## config.mk

```make
export PLATFORM = sky130hd
export DESIGN_NAME = alu_result_display
export DESIGN_NICKNAME = d
export VERILOG_FILES = /design/src/rtl/alu_result_display.sv
export SDC_FILE = /design/constraint.sdc
export NUM_CORES = 1
export LEC_CHECK = 0
export ABC_AREA = 1
export ABC_CLOCK_PERIOD_IN_PS = 4200
export BUFFER_PORTS_ARGS = -buffer_cell sky130_fd_sc_hd__buf_2
export CAP_MARGIN = 25
export CORE_MARGIN = 5
export CORE_UTILIZATION = 25
export CTS_CLUSTER_DIAMETER = 50
export DETAILED_ROUTE_END_ITERATION = 7
export PLACE_DENSITY = 0.43
export SLEW_MARGIN = 25
export SYNTH_ARGS = -nofsm -noshare
export SYNTH_HDL_FRONTEND = slang
export SYNTH_SLANG_ARGS = --single-unit
```

## constraint.sdc

```tcl
create_clock -name clk_i -period 4.2 [get_ports clk_i]
set_input_delay 0.42 -clock clk_i [delete_from_list [all_inputs] [get_ports clk_i]]
set_output_delay 0.42 -clock clk_i [all_outputs]
set_load 0.1 [all_outputs]
```

## src/rtl/alu_result_display.sv

```systemverilog
// ALU result display: double-dabble binary-to-BCD conversion of a
// 12-bit result word driving a scanned 5-digit seven-segment display.
module alu_result_display #(
  parameter int SCAN_DIV = 50000
) (
  input  logic        clk_i,
  input  logic        rst_i,
  input  logic [11:0] data_i,
  input  logic        load_i,
  input  logic        signed_i,
  output logic        busy_o,
  output logic [6:0]  seg_o,
  output logic [4:0]  an_o
);

  localparam int CW = (SCAN_DIV > 2) ? $clog2(SCAN_DIV) : 1;
  localparam logic [CW-1:0] SCAN_LAST = CW'(SCAN_DIV - 1);
  localparam logic [6:0] SEG_BLANK = 7'b1111111;
  localparam logic [6:0] SEG_MINUS = 7'b0111111;

  typedef enum logic [1:0] {IDLE, ABS, SHIFT, DONE} state_t;

  state_t      r_state;
  state_t      w_next;
  logic [11:0] r_data;
  logic        r_sgn;
  logic [11:0] r_mag;
  logic        r_neg;
  logic [15:0] r_bcd;
  logic [3:0]  r_cnt;
  logic [15:0] r_disp;
  logic        r_disp_neg;
  logic [CW-1:0] r_scan;
  logic [2:0]  r_idx;
  logic [6:0]  r_seg;
  logic [4:0]  r_an;

  logic        w_neg;
  logic [15:0] w_adj;
  logic [3:0]  w_dig;
  logic        w_blank;
  logic [6:0]  w_seg;

  function automatic logic [6:0] f_seg(input logic [3:0] d);
    logic [6:0] s;
    case (d)
      4'd0:    s = 7'b1000000;
      4'd1:    s = 7'b1111001;
      4'd2:    s = 7'b0100100;
      4'd3:    s = 7'b0110000;
      4'd4:    s = 7'b0011001;
      4'd5:    s = 7'b0010010;
      4'd6:    s = 7'b0000010;
      4'd7:    s = 7'b1111000;
      4'd8:    s = 7'b0000000;
      4'd9:    s = 7'b0010000;
      default: s = SEG_BLANK;
    endcase
    return s;
  endfunction

  assign busy_o = (r_state != IDLE);
  assign w_neg  = r_sgn & r_data[11];

  always_comb begin
    for (int i = 0; i < 4; i++) begin
      w_adj[4*i +: 4] = (r_bcd[4*i +: 4] >= 4'd5) ?
                        r_bcd[4*i +: 4] + 4'd3 : r_bcd[4*i +: 4];
    end
  end

  always_ff @(posedge clk_i) begin
    if (rst_i) r_state <= IDLE;
    else       r_state <= w_next;
  end

  always_comb begin
    w_next = r_state;
    unique case (r_state)
      IDLE:    if (load_i) w_next = ABS;
      ABS:     w_next = SHIFT;
      SHIFT:   if (r_cnt == 4'd11) w_next = DONE;
      DONE:    w_next = IDLE;
      default: w_next = IDLE;
    endcase
  end

  always_ff @(posedge clk_i) begin
    if (rst_i) begin
      r_data     <= '0;
      r_sgn      <= 1'b0;
      r_mag      <= '0;
      r_neg      <= 1'b0;
      r_bcd      <= '0;
      r_cnt      <= '0;
      r_disp     <= '0;
      r_disp_neg <= 1'b0;
    end else begin
      unique case (r_state)
        IDLE: begin
          if (load_i) begin
            r_data <= data_i;
            r_sgn  <= signed_i;
          end
        end
        ABS: begin
          r_neg <= w_neg;
          r_mag <= w_neg ? (~r_data + 12'd1) : r_data;
          r_bcd <= '0;
          r_cnt <= '0;
        end
        SHIFT: begin
          r_bcd <= {w_adj[14:0], r_mag[11]};
          r_mag <= {r_mag[10:0], 1'b0};
          r_cnt <= r_cnt + 4'd1;
        end
        DONE: begin
          r_disp     <= r_bcd;
          r_disp_neg <= r_neg;
        end
        default: ;
      endcase
    end
  end

  // Upper digits blank while they and every higher digit are zero.
  always_comb begin
    w_dig   = r_disp[3:0];
    w_blank = 1'b0;
    w_seg   = SEG_BLANK;
    unique case (r_idx)
      3'd0: w_dig = r_disp[3:0];
      3'd1: begin
        w_dig   = r_disp[7:4];
        w_blank = (r_disp[15:4] == 12'd0);
      end
      3'd2: begin
        w_dig   = r_disp[11:8];
        w_blank = (r_disp[15:8] == 8'd0);
      end
      3'd3: begin
        w_dig   = r_disp[15:12];
        w_blank = (r_disp[15:12] == 4'd0);
      end
      default: w_blank = 1'b1;
    endcase
    if (r_idx == 3'd4)
      w_seg = r_disp_neg ? SEG_MINUS : SEG_BLANK;
    else if (w_blank)
      w_seg = SEG_BLANK;
    else
      w_seg = f_seg(w_dig);
  end

  always_ff @(posedge clk_i) begin
    if (rst_i) begin
      r_scan <= '0;
      r_idx  <= '0;
      r_an   <= 5'b11110;
      r_seg  <= 7'b1000000;
    end else begin
      if (r_scan == SCAN_LAST) begin
        r_scan <= '0;
        r_idx  <= (r_idx == 3'd4) ? 3'd0 : r_idx + 3'd1;
      end else begin
        r_scan <= r_scan + CW'(1);
      end
      r_an  <= ~(5'b00001 << r_idx);
      r_seg <= w_seg;
    end
  end

  assign seg_o = r_seg;
  assign an_o  = r_an;

endmodule

```

; ---- Word-level counts from Yosys, hierarchy flattened
; Memory sizes are Yosys's and may differ from the RTL's.
; Cells that the tools add are included.
[word_totals]
reg_bits = 96
rom_bits = 112
input_bits = 16
output_inout_bits = 13
wordCells = 68
n_memories = 1
[op_classes]
n_addsub = 8
order_cmp = 4
n_eq_ne = 11
shift = 1
muxes = 17
n_bitwise = 3
n_reduce_logical = 10
[mem_list]
columns = name, words, width, rd, rd_ports_with_merged_regs, wr, line_no
row1 = (no name shown), 16, 7, 1, 0, 0, 46  ; case (d)
[ops]
columns = operator, count
row1 = 16-bit case mux with 2 select lines, 1
row2 = 12-bit case mux with 2 select lines, 1
row3 = 7-bit 2-to-1 mux, 3
row4 = "16-bit by 1-bit adder with 16-bit output, second input constant", 1
row5 = "16-bit equality test, second input constant", 1
row6 = "4-bit by 3-bit >= comparator with 1-bit output, second input constant", 4
row7 = "12-bit by 1-bit adder with 12-bit output, second input constant", 1
row8 = "4-bit by 2-bit adder with 4-bit output, second input constant", 3
row9 = 12-bit zero test, 1
row10 = 12-bit 2-to-1 mux, 1
row11 = 4-bit 2-to-1 mux, 3
row12 = 12-bit inverter, 1
row13 = 4-bit case mux with 3 select lines, 1
row14 = 8-bit zero test, 1
row15 = 2-bit case mux with 4 select lines, 1
row16 = 4-bit case mux with 2 select lines, 1
row17 = "3-bit by 2-bit equality test with 1-bit output, second input constant", 2
row18 = 3-bit 2-to-1 mux, 2
row19 = 5-bit inverter, 1
row20 = "1-bit by 3-bit << shifter with 5-bit output, first input constant", 1
row21 = "4-bit by 1-bit adder with 4-bit output, second input constant", 1
row22 = "2-bit equality test, second input constant", 2
row23 = "4-bit equality test, second input constant", 1
row24 = 4-bit zero test, 1
row25 = 14 further kinds, 18

; ---- Depth between registers and ports, before layout
; Gate-level depths: netlist of run 1.
; An unclocked memory read counts as a cell.
[depth]
word_depth = 5
ltp_mapped = 13
depth_no_buf = 13

; ---- Worst setup path after synthesis of run 1
; No wires, ideal clock.
[synth_timing]
kind = register to register
start = register r_state[0]
end = register r_state[1]
setup_ps = 130
arrival_time_ps = 1799
required_ps = 4070
slack_ps = 2270
path_stages_with_launch = 7
path_buffers = 0
period_less_slack_ps = 1930
cell_sequence = dfxtp_1 inv_1 ha_1 inv_1 o21ai_0 o21ai_0 a21oi_1
[synth_between]
elab_chain_cells = 3
elab_cells_between_ends = 8
classes_between = 5 x eq/ne / 1 x mux / 2 x reduce/logical
[synth_rtl]
columns = element, line_no
row1 = start: declaration, 23  ; state_t r_state;
row2 = start signal: assignment, 74  ; else r_state <= w_next;
row3 = 2-bit equality test / 2-bit zero test (equally long branches), 79  ; unique case (r_state)
row4 = 2-bit != test (no line), -
row5 = 2-bit AND reduction (no line), -
; Parallel ways exist; a longest one is shown, timed or not.
; A chain may end at the register's enable or synchronous reset.

; ---- Worst setup path in the final report of run 1
[layout_timing]
start = register r_state[0]
end = register r_mag[3]
[layout_between]
elab_chain_cells = 2
elab_cells_between_ends = 4
classes_between = 2 x eq/ne / 1 x mux / 1 x reduce/logical
[layout_rtl]
columns = element, line_no
row1 = 2-bit equality test / 2-bit by 1-bit equality test with 1-bit output (equally long branches), 99  ; unique case (r_state)
row2 = 12-bit case mux with 2 select lines / 2-bit nonzero test (equally long branches), -
row3 = end signal: assignment, 108  ; r_mag <= w_neg ? (~r_data + 12'd1) : r_data;
row4 = end signal: assignment, 114  ; r_mag <= {r_mag[10:0], 1'b0};
row5 = end: declaration, 27  ; logic [11:0] r_mag;
; Parallel ways exist; a longest one is shown, timed or not.

==> flow_summary.toml, run 1 <==
[run_status]
outcome = "finished clean"

[floorplanning]
die_width_um = 147.5
rows = 50
initial_core_util_pct = 25.36
core_um2 = 18640
dieHeight_um = 147.5
ios = 29
die_area_um2 = 21760

[sta]
setup_tns_ps = 0
fin_worst_skew_ps = 6.314
drv_slew = 0
finalHoldViolCount = 0
fin_crit_sh_pct = 63.92
layout_min_cycle_time_ps = 2685
worst_pin_slew_ps = 720.2
fmax_mhz = 372.5
rsz0062_at_grt = "false"
slew_headroom_pct = 51.93
report.final.setup_viol = 0

[global_routing]
grt_remaining_overflow = 0
antenna_found_initial = 0
grt_pass1_vias = 4061
grt_util_all_layers_pct = 10.59
grt_pass1_wl_mm = 18.97
grt_max_degree = 41

[layout]
nNetsFinal = 728
fin_util_pct = 28.71
drive_above_1_share_pct = 9.957
diodes = 0
synthToLayoutAreaGrowth_pct = 13.23

[setup_path]
ff2ff_setup_slack_ps = 1520
cp.required_ps = 4430
endpoint_kind = "flip-flop"
r2r_end = "r_mag[3]$_SDFFE_PP0P_"
startpoint = "r_state[0]$_SDFFE_PP0P_"
start_kind = "flip-flop"
cp-endpoint = "r_mag[3]$_SDFFE_PP0P_"
rr_startpoint = "r_state[0]$_SDFFE_PP0P_"
criticalPathCategory = "reg -> reg"
critPathMaxFanout = 17
r2r_cells = 8
crit_arrival_ps = 2910

[power]
leakage_uw = 0.002106
power.total_uw = 2775
power.density_nw_per_um2 = 518.4
vdd_drop_max_uv = 336.8

[clock_tree]
h-tree-depth = 3
insertion_delay_ps = 350
cts-resized-gates = 0
cts_buffers = 9
root_buffer = "clkbuf_16"
cts_setup_buffers = 0
cts.sink_count = 96
path_clk_slew_ps = 70
holdBufCountCts = 0
cts_tree = "done"
ctsLongestPathBuffers = 2

[drt]
drtIter0Drc = 201
viasPerCell = 4.513
postRouteWirelength_mm = 10.98
wl_per_cell_um = 11.84
dr.pass1.iters = 5
drc = 0
antenna_left = 0
vias = 4184

[synth]
synth_commonest_cells = "nand2_1 (125), dfxtp_1 (96), inv_1 (92)"
async_flop_share_pct = 0
netlist_area_um2 = 4727
ys_seq_area_share_pct = 40.66
netlist_instances = 670
ys_warn_count = 0
ys_ff_latch = 96
synth_ff_type = "dfxtp_1"
ys_top_cells_by_area = "dfxtp_1 (41%), nand2_1 (9.9%), a21oi_1 (8.0%), inv_1 (7.3%), ha_1 (6.4%)"
synth_cell_types = 37
syn_nets = 710
syn-mean-instance-area_um2 = 7.055
synth_most_common_cell = "nand2_1"
yosys.area.top_type_share_pct = 40.66
synth_edf_count = 0
yosysTopAreaCell = "dfxtp_1"

[hold_path]
min_path_type = "in -> reg"

[placed_design]
hpwl_mm = 7.998
port_buffers = 28
gp_congestion = 0.7834

[flow_run]
max-cap-violations = 0
-- critical path, cell delays in order, from the launching register on --
cell and delay [ps]:
dfxtp_1 370, inv_1 110, ha_1 460, nand2_1 460, clkinv_1 600, nand2_1 200, o21ai_0 120, a31oi_1 180
nor2_1 50
-- state kept, by name (all words and copies together) (netlist names) --
register,count
an_o,5
r_bcd,16
r_cnt,4
r_data,12
r_disp,16
r_disp_neg,1
r_idx,3
r_mag,12
r_neg,1
r_scan,16
r_sgn,1
r_state,2
seg_o,7
-- logic make-up (layout without fill, tap and decap cells) --
group,count (synthesis),in the layout,share of synthesized area (%)
AOI/OAI and AO/OA,150,150,16.91
xor gates and xnor gates,5,5,0.9264
buffers and inverters,120,143,9.820
adders and majority gates,24,24,6.353
DFF,96,96,40.66
and+or+nand+nor,275,275,25.33
-- cell usage in the layout, fill, tap and decap left out, types with 3 or more instances in the layout --
cell,instances
inv_2,4
clkbuf_16,9
nand4_1,3
nand2_2,5
nand3_1,56
a31oi_1,7
nor2_1,57
a21oi_1,76
nor3_1,13
o21ai_0,53
inv_1,92
xor2_1,5
nand2_1,125
nor2_2,5
ha_1,23
o22ai_1,6
dfxtp_1,96
buf_2,28
-- area by class of cell --
type,instances,area (µm²)
fillers,2074,13290
multi-input cells,454,2344
flip-flops and latches,96,1922
inverters,97,364.1
well taps,234,292.8
clock buffers,12,246.5
repair buffers,30,155.1
clock inverters,4,28.78
-- metrics by stage --
stage / setup WS, ps / cells / cell area (µm²) / hold slack [ps]
2_1_floorplan: 2270 / 670 / 4727 / 417.5
3_3_place_gp: 1504 / 911 / 5075 / 430.8
3_5_place_dp: 1501 / 911 / 5075 / 441.6
4_1_cts: 1460 / 927 / 5350 / 311.9
5_1_grt: 1172 / 927 / 5353 / 327.6
6_report: 1515 / 927 / 5353 / 326.7
-- power by group --
group          switching [µW]  internal (µW)
Sequential               75.5           1040
Clock                     356            419
Combinational             660            226
Total                    1090           1680
-- worst min-delay path by stage --
stage,from,end,slack [ps],cells after the start
floorplan,r_scan[0]$_SDFF_PP0_,r_scan[0]$_SDFF_PP0_,420,1
global placement,r_scan[0]$_SDFF_PP0_,r_scan[0]$_SDFF_PP0_,430,1
detailed placement,r_scan[0]$_SDFF_PP0_,r_scan[0]$_SDFF_PP0_,440,1
CTS,signed_i,r_sgn$_SDFFE_PP0P_,310,3
global route,signed_i,r_sgn$_SDFFE_PP0P_,330,3
finish,data_i[11],r_data[11]$_SDFFE_PP0P_,330,3
-- metal layers --
metal	vias up	track usage, %	share of wire [%]
met3	14	2.269	2.9
met5	-	0	0
li1	2206	-	-
met4	0	4.520	1.9
met1	1904	13.16	48
met2	60	17.76	48
Note: power is estimated with default switching activity, not from simulation.
==> run 2, diff against run 1 <==
Settings changed: ABC_CLOCK_PERIOD_IN_PS 4200 to 2600.
Clock period 4.2 ns to 2.6 ns, I/O delays scaled along.
==> flow_summary.toml, run 2 (synthesis gave the netlist of run 1 again) <==
[clock_tree]
cts_setup_buffers = 0
ctsLongestPathBuffers = 2
insertion_delay_ps = 350
h-tree-depth = 3
holdBufCountCts = 0
cts.sink_count = 96
path_clk_slew_ps = 70
cts-resized-gates = 0
root_buffer = "clkbuf_16"
cts_buffers = 9
cts_tree = "done"

[setup_path]
criticalPathCategory = "reg -> reg"
endpoint_kind = "flip-flop"
start_kind = "flip-flop"
critical_path.max_stage_delay_ps = 410
crit_arrival_ps = 2310
cp.required_ps = 2840
slowest_stage = "dfxtp_1"
critPathMaxFanout = 5
cpMostUsedCell = "nor2_1"
worstPathCellList = "inv_1 -> ha_1 -> o21ai_2 -> nand2_1 -> inv_1 -> nor2_1 -> ha_1 -> nand3b_1 -> nand3_1 -> nand2_1 -> nor2_1 -> nor2_1"

[power]
comb_power_share_pct = 32.7
pwr-share-seq_pct = 38.8
switching_share_pct = 38.51
power.density_nw_per_um2 = 855.4
power_switching_uw = 1787
leakage_uw = 0.002159
vdd_drop_max_uv = 749.7
p_clk_share_pct = 28.5
internal-power_uw = 2853

[floorplanning]
core_um2 = 18640
rows = 50
die_width_um = 147.5
ios = 29
die_area_um2 = 21760
dieHeight_um = 147.5
initial_core_util_pct = 25.36

[global_routing]
grt_remaining_overflow = 0
antenna_found_initial = 0
met1_usage_pct = 12.21
grt_max_degree = 40
gr-max-usage-layer = "met2"
grtUsageMet2_pct = 18.15
grt_pass1_vias = 4006
grt_pass1_wl_mm = 18.45
grt_util_all_layers_pct = 10.28
grt_util_met3_pct = 1.931

[layout]
fillers = 2081
diodes = 0
reg_top3 = "r_bcd (16), r_disp (16), r_scan (16)"
stdcell_area_um2 = 5424
final_cell_mix = "nand2_1 (125), dfxtp_1 (96), inv_1 (92)"
nNetsFinal = 736
synthToLayoutAreaGrowth_pct = 14.74
final_common_cell = "nand2_1"
drive_above_1_share_pct = 10.84

[drt]
drc = 0
wl_per_cell_um = 11.67
drtIter0Drc = 191
antenna_left = 0
vias = 4215
postRouteWirelength_mm = 10.91
dr.pass1.iters = 5
viasPerCell = 4.508

[sta]
fin_crit_sh_pct = 79.67
slew_headroom_pct = 44.25
worst_pin_slew_ps = 836.2
finalHoldViolCount = 0
fmax_mhz = 482.8
rsz0062_at_grt = "false"
setup_ws_ps = 528.6
fin_worst_skew_ps = 7.986
drv_slew = 0
setup_tns_ps = 0
report.final.setup_viol = 0
layout_min_cycle_time_ps = 2071

[placed_design]
hpwl_mm = 8.129
post_dp_cell_area_um2 = 5135
port_buffers = 28
gp_congestion = 0.8256
pre_cts_ws_ps = 574.7

[hold_path]
min_path_type = "in -> reg"

[run_status]
outcome = "finished clean"

[flow_run]
max-cap-violations = 0
## run 2: cell count changes in the layout (fill, tap and decap cells not counted)
cell / change
ha_1: +1
clkinvlp_4: -1
buf_4: +8
clkinv_2: +1
bufinv_16: +1
ha_2: -1
clkbuf_8: -1
## run 2: worst paths after layout
path / startpoint / end / slack (ps) / cells after the start
setup / recovery: r_idx[1]$_SDFFE_PP0P_ / seg_o[6]$_SDFF_PP1_ / 530 / 12
hold / removal: data_i[11] / r_data[11]$_SDFFE_PP0P_ / 160 / 3
setup reg to reg: r_idx[1]$_SDFFE_PP0P_ / seg_o[6]$_SDFF_PP1_ / 530 / 12
hold reg to reg: r_scan[0]$_SDFF_PP0_ / r_scan[0]$_SDFF_PP0_ / 450 / 1
## run 2: cell type report
| cell class | instances | area [µm²] | share of cell area, % |
|---|---|---|---|
| Inverter | 97 | 364.1 | 6.713 |
| Timing Repair Buffer | 38 | 215.2 | 3.968 |
| Clock buffer | 11 | 232.7 | 4.291 |
| Tap cell | 234 | 292.8 | 5.398 |
| Clock inverter | 5 | 56.30 | 1.038 |
| Multi-Input combinational cell | 454 | 2341 | 43.16 |
| Sequential cell | 96 | 1922 | 35.43 |
## run 2: per-stage QoR
stage | hold slack, ps | util [%] | std cells | power (µW)
final | 160.7 | 29.09 | 935 | 4640
after global routing | 183.0 | 29.09 | 935 | 4968
after CTS | 146.2 | 29.09 | 935 | 4725
after detailed placement | 440.2 | 27.54 | 919 | 3379
after global placement | 430.6 | 27.54 | 919 | 3365
after floorplan | 411.9 | - | 670 | 2976
## run 2: routing by layer
metal / vias to the layer above / share of wire (%)
met4: 0 / 1.9
met1: 1930 / 48
met3: 13 / 2.5
met5: - / 0
met2: 48 / 48
li1: 2224 / -
## run 2: power groups by stage
stage                     combinational (µW)  clock, µW  sequential [µW]
after floorplan                         1020          0             1960
after global placement                  1540          0             1830
after detailed placement                1550          0             1830
after CTS                               1550       1370             1800
after global routing                    1720       1420             1820
final                                   1520       1320             1800
## run 2: critical path: cells and delay by family, from the launching register on
kind | cells | cell delay [ps]
buf+inv | 2 | 200
compound gates | 1 | 250
simple gates | 7 | 690
fa+ha+maj | 2 | 440
flops | 1 | 410
==> run 3, diff against run 2 <==
Settings changed: ABC_CLOCK_PERIOD_IN_PS 2600 to 2100.
Clock period 2.6 ns to 2.1 ns, I/O delays scaled along.
==> flow_summary.toml, run 3 (synthesis gave the netlist of run 1 again) <==
[run_status]
outcome = "finished clean"

[layout]
final_common_cell = "nand2_1"
nNetsFinal = 739
final_cell_mix = "nand2_1 (125), dfxtp_1 (95), inv_1 (92)"
diodes = 0
synthToLayoutAreaGrowth_pct = 17.23
drive_above_1_share_pct = 12.07
final-instance-count-excl-fill = 938
reg_top3 = "r_bcd (16), r_disp (16), r_scan (16)"

[clock_tree]
path_clk_slew_ps = 70
cts_buffers = 9
ctsLongestPathBuffers = 2
insertion_delay_ps = 340
cts.sink_count = 96
holdBufCountCts = 0
cts_tree = "done"
h-tree-depth = 3
root_buffer = "clkbuf_16"

[placed_design]
hpwl_mm = 8.157
gp_congestion = 0.8688
port_buffers = 28
place_inst = 922

[setup_path]
start_kind = "flip-flop"
endpoint_kind = "flip-flop"
critical_path.max_stage_delay_ps = 410
criticalPathCategory = "reg -> reg"
ff2ff_setup_slack_ps = 160
cp.buffers_inverters = 1
crit_family = "simple AND/OR/NAND/NOR gates"
worstPathCellList = "inv_1 -> ha_1 -> nand3_1 -> nand2_1 -> nor2_1 -> nor2_2 -> ha_1 -> nand3b_1 -> nand3_1 -> nand2_1 -> nor2_1 -> nor2_1"
cp.required_ps = 2340
crit_arrival_ps = 2190
critPathMaxFanout = 4
slowest_stage = "dfxtp_1"
cpMostUsedCell = "nor2_1"

[drt]
viasPerCell = 4.509
dr.pass1.iters = 4
drc = 0
drtIter0Drc = 179
postRouteWirelength_mm = 10.80
wl_per_cell_um = 11.52
antenna_left = 0
vias = 4229

[global_routing]
grt_max_degree = 39
grt_pass1_vias = 4158
grt_util_all_layers_pct = 10.46
grt_pass1_wl_mm = 18.89
grt_remaining_overflow = 0
antenna_found_initial = 0

[hold_path]
min_path_type = "in -> reg"

[power]
vdd_drop_max_uv = 778.8
leakage_uw = 0.002209
power.density_nw_per_um2 = 1100

[floorplanning]
core_um2 = 18640
rows = 50
initial_core_util_pct = 25.36
die_width_um = 147.5
die_area_um2 = 21760
dieHeight_um = 147.5
ios = 29

[sta]
drv_slew = 0
fmax_mhz = 514.7
setup_tns_ps = 0
report.final.setup_viol = 0
layout_min_cycle_time_ps = 1943
finalHoldViolCount = 0
rsz0062_at_grt = "false"
worst_pin_slew_ps = 597.0
fin_worst_skew_ps = 5.045
fin_crit_sh_pct = 92.52
slew_headroom_pct = 60.11

[flow_run]
max-cap-violations = 0
==> run 3: changes by cell type in the layout (fill, tap and decap cells not counted), sizes merged <==
| cell | before | now |
|---|---|---|
| buf | 38 | 41 |
| bufinv | 1 | 3 |
| clkbuf | 11 | 9 |
| clkinv | 3 | 4 |
| clkinvlp | 1 | 0 |
==> run 3: area by class of cell <==
type,instances,area [µm²]
Tap cell,234,292.8
Multi-Input combinational cell,454,2369
Inverter,97,364.1
Fill cell,2083,13100
Clock inverter,7,117.6
Sequential cell,96,1923
Timing Repair Buffer,41,250.2
Clock buffer,9,225.2
==> run 3: worst register-to-register path: cells and delay by family, from the launching register on <==
kind / cells / cell delay (ps)
buffers and inverters: 1 / 120
adders and majority gates: 2 / 450
DFF: 1 / 410
and+or+nand+nor: 9 / 860
==> run 3: path summary, 6_finish.rpt <==
kind | from | to | cells past startpoint
max | r_idx[0]$_SDFFE_PP0P_ | seg_o[6]$_SDFF_PP1_ | 12
min | signed_i | r_sgn$_SDFFE_PP0P_ | 3
max reg2reg | r_idx[0]$_SDFFE_PP0P_ | seg_o[6]$_SDFF_PP1_ | 12
min reg2reg | r_scan[0]$_SDFF_PP0_ | r_scan[0]$_SDFF_PP0_ | 1
==> run 3: power by group <==
group	switching, µW	internal (µW)	leakage [µW]	total [µW]
registers	150	2080	0.000780	2220
clock network	734	1170	0.000170	1900
logic	1360	608	0.00126	1970
total	2250	3850	0.00221	6100
==> run 3: per-layer routing <==
| metal | wire, µm | global-route usage, % | vias to the layer above |
|---|---|---|---|
| met5 | 0 | 0 | - |
| met2 | 5206 | 17.96 | 40 |
| met3 | 247 | 2.115 | 13 |
| met4 | 199 | 4.567 | 0 |
| met1 | 5148 | 12.66 | 1941 |
| li1 | - | - | 2235 |
==> run 3: per-stage QoR <==
stage	hold slack (ps)	area [µm²]	util (%)	worst slack [ps]	power, µW
CTS	97.56	5513	29.57	42.18	6212
global route	114.4	5542	29.72	10.56	6523
finish	115.0	5542	29.72	157.1	6098
global placement	430.9	5170	27.73	109.5	4267
floorplan	361.9	4727	-	170.5	3684
detailed placement	447.8	5170	27.73	64.97	4283
==> run 3: what timing repair did <==
action,CTS,global route
buffers inserted,0,0
endpoints found under the hold margin,0,0
gates resized for setup,0,6
setup endpoints to repair,0,5
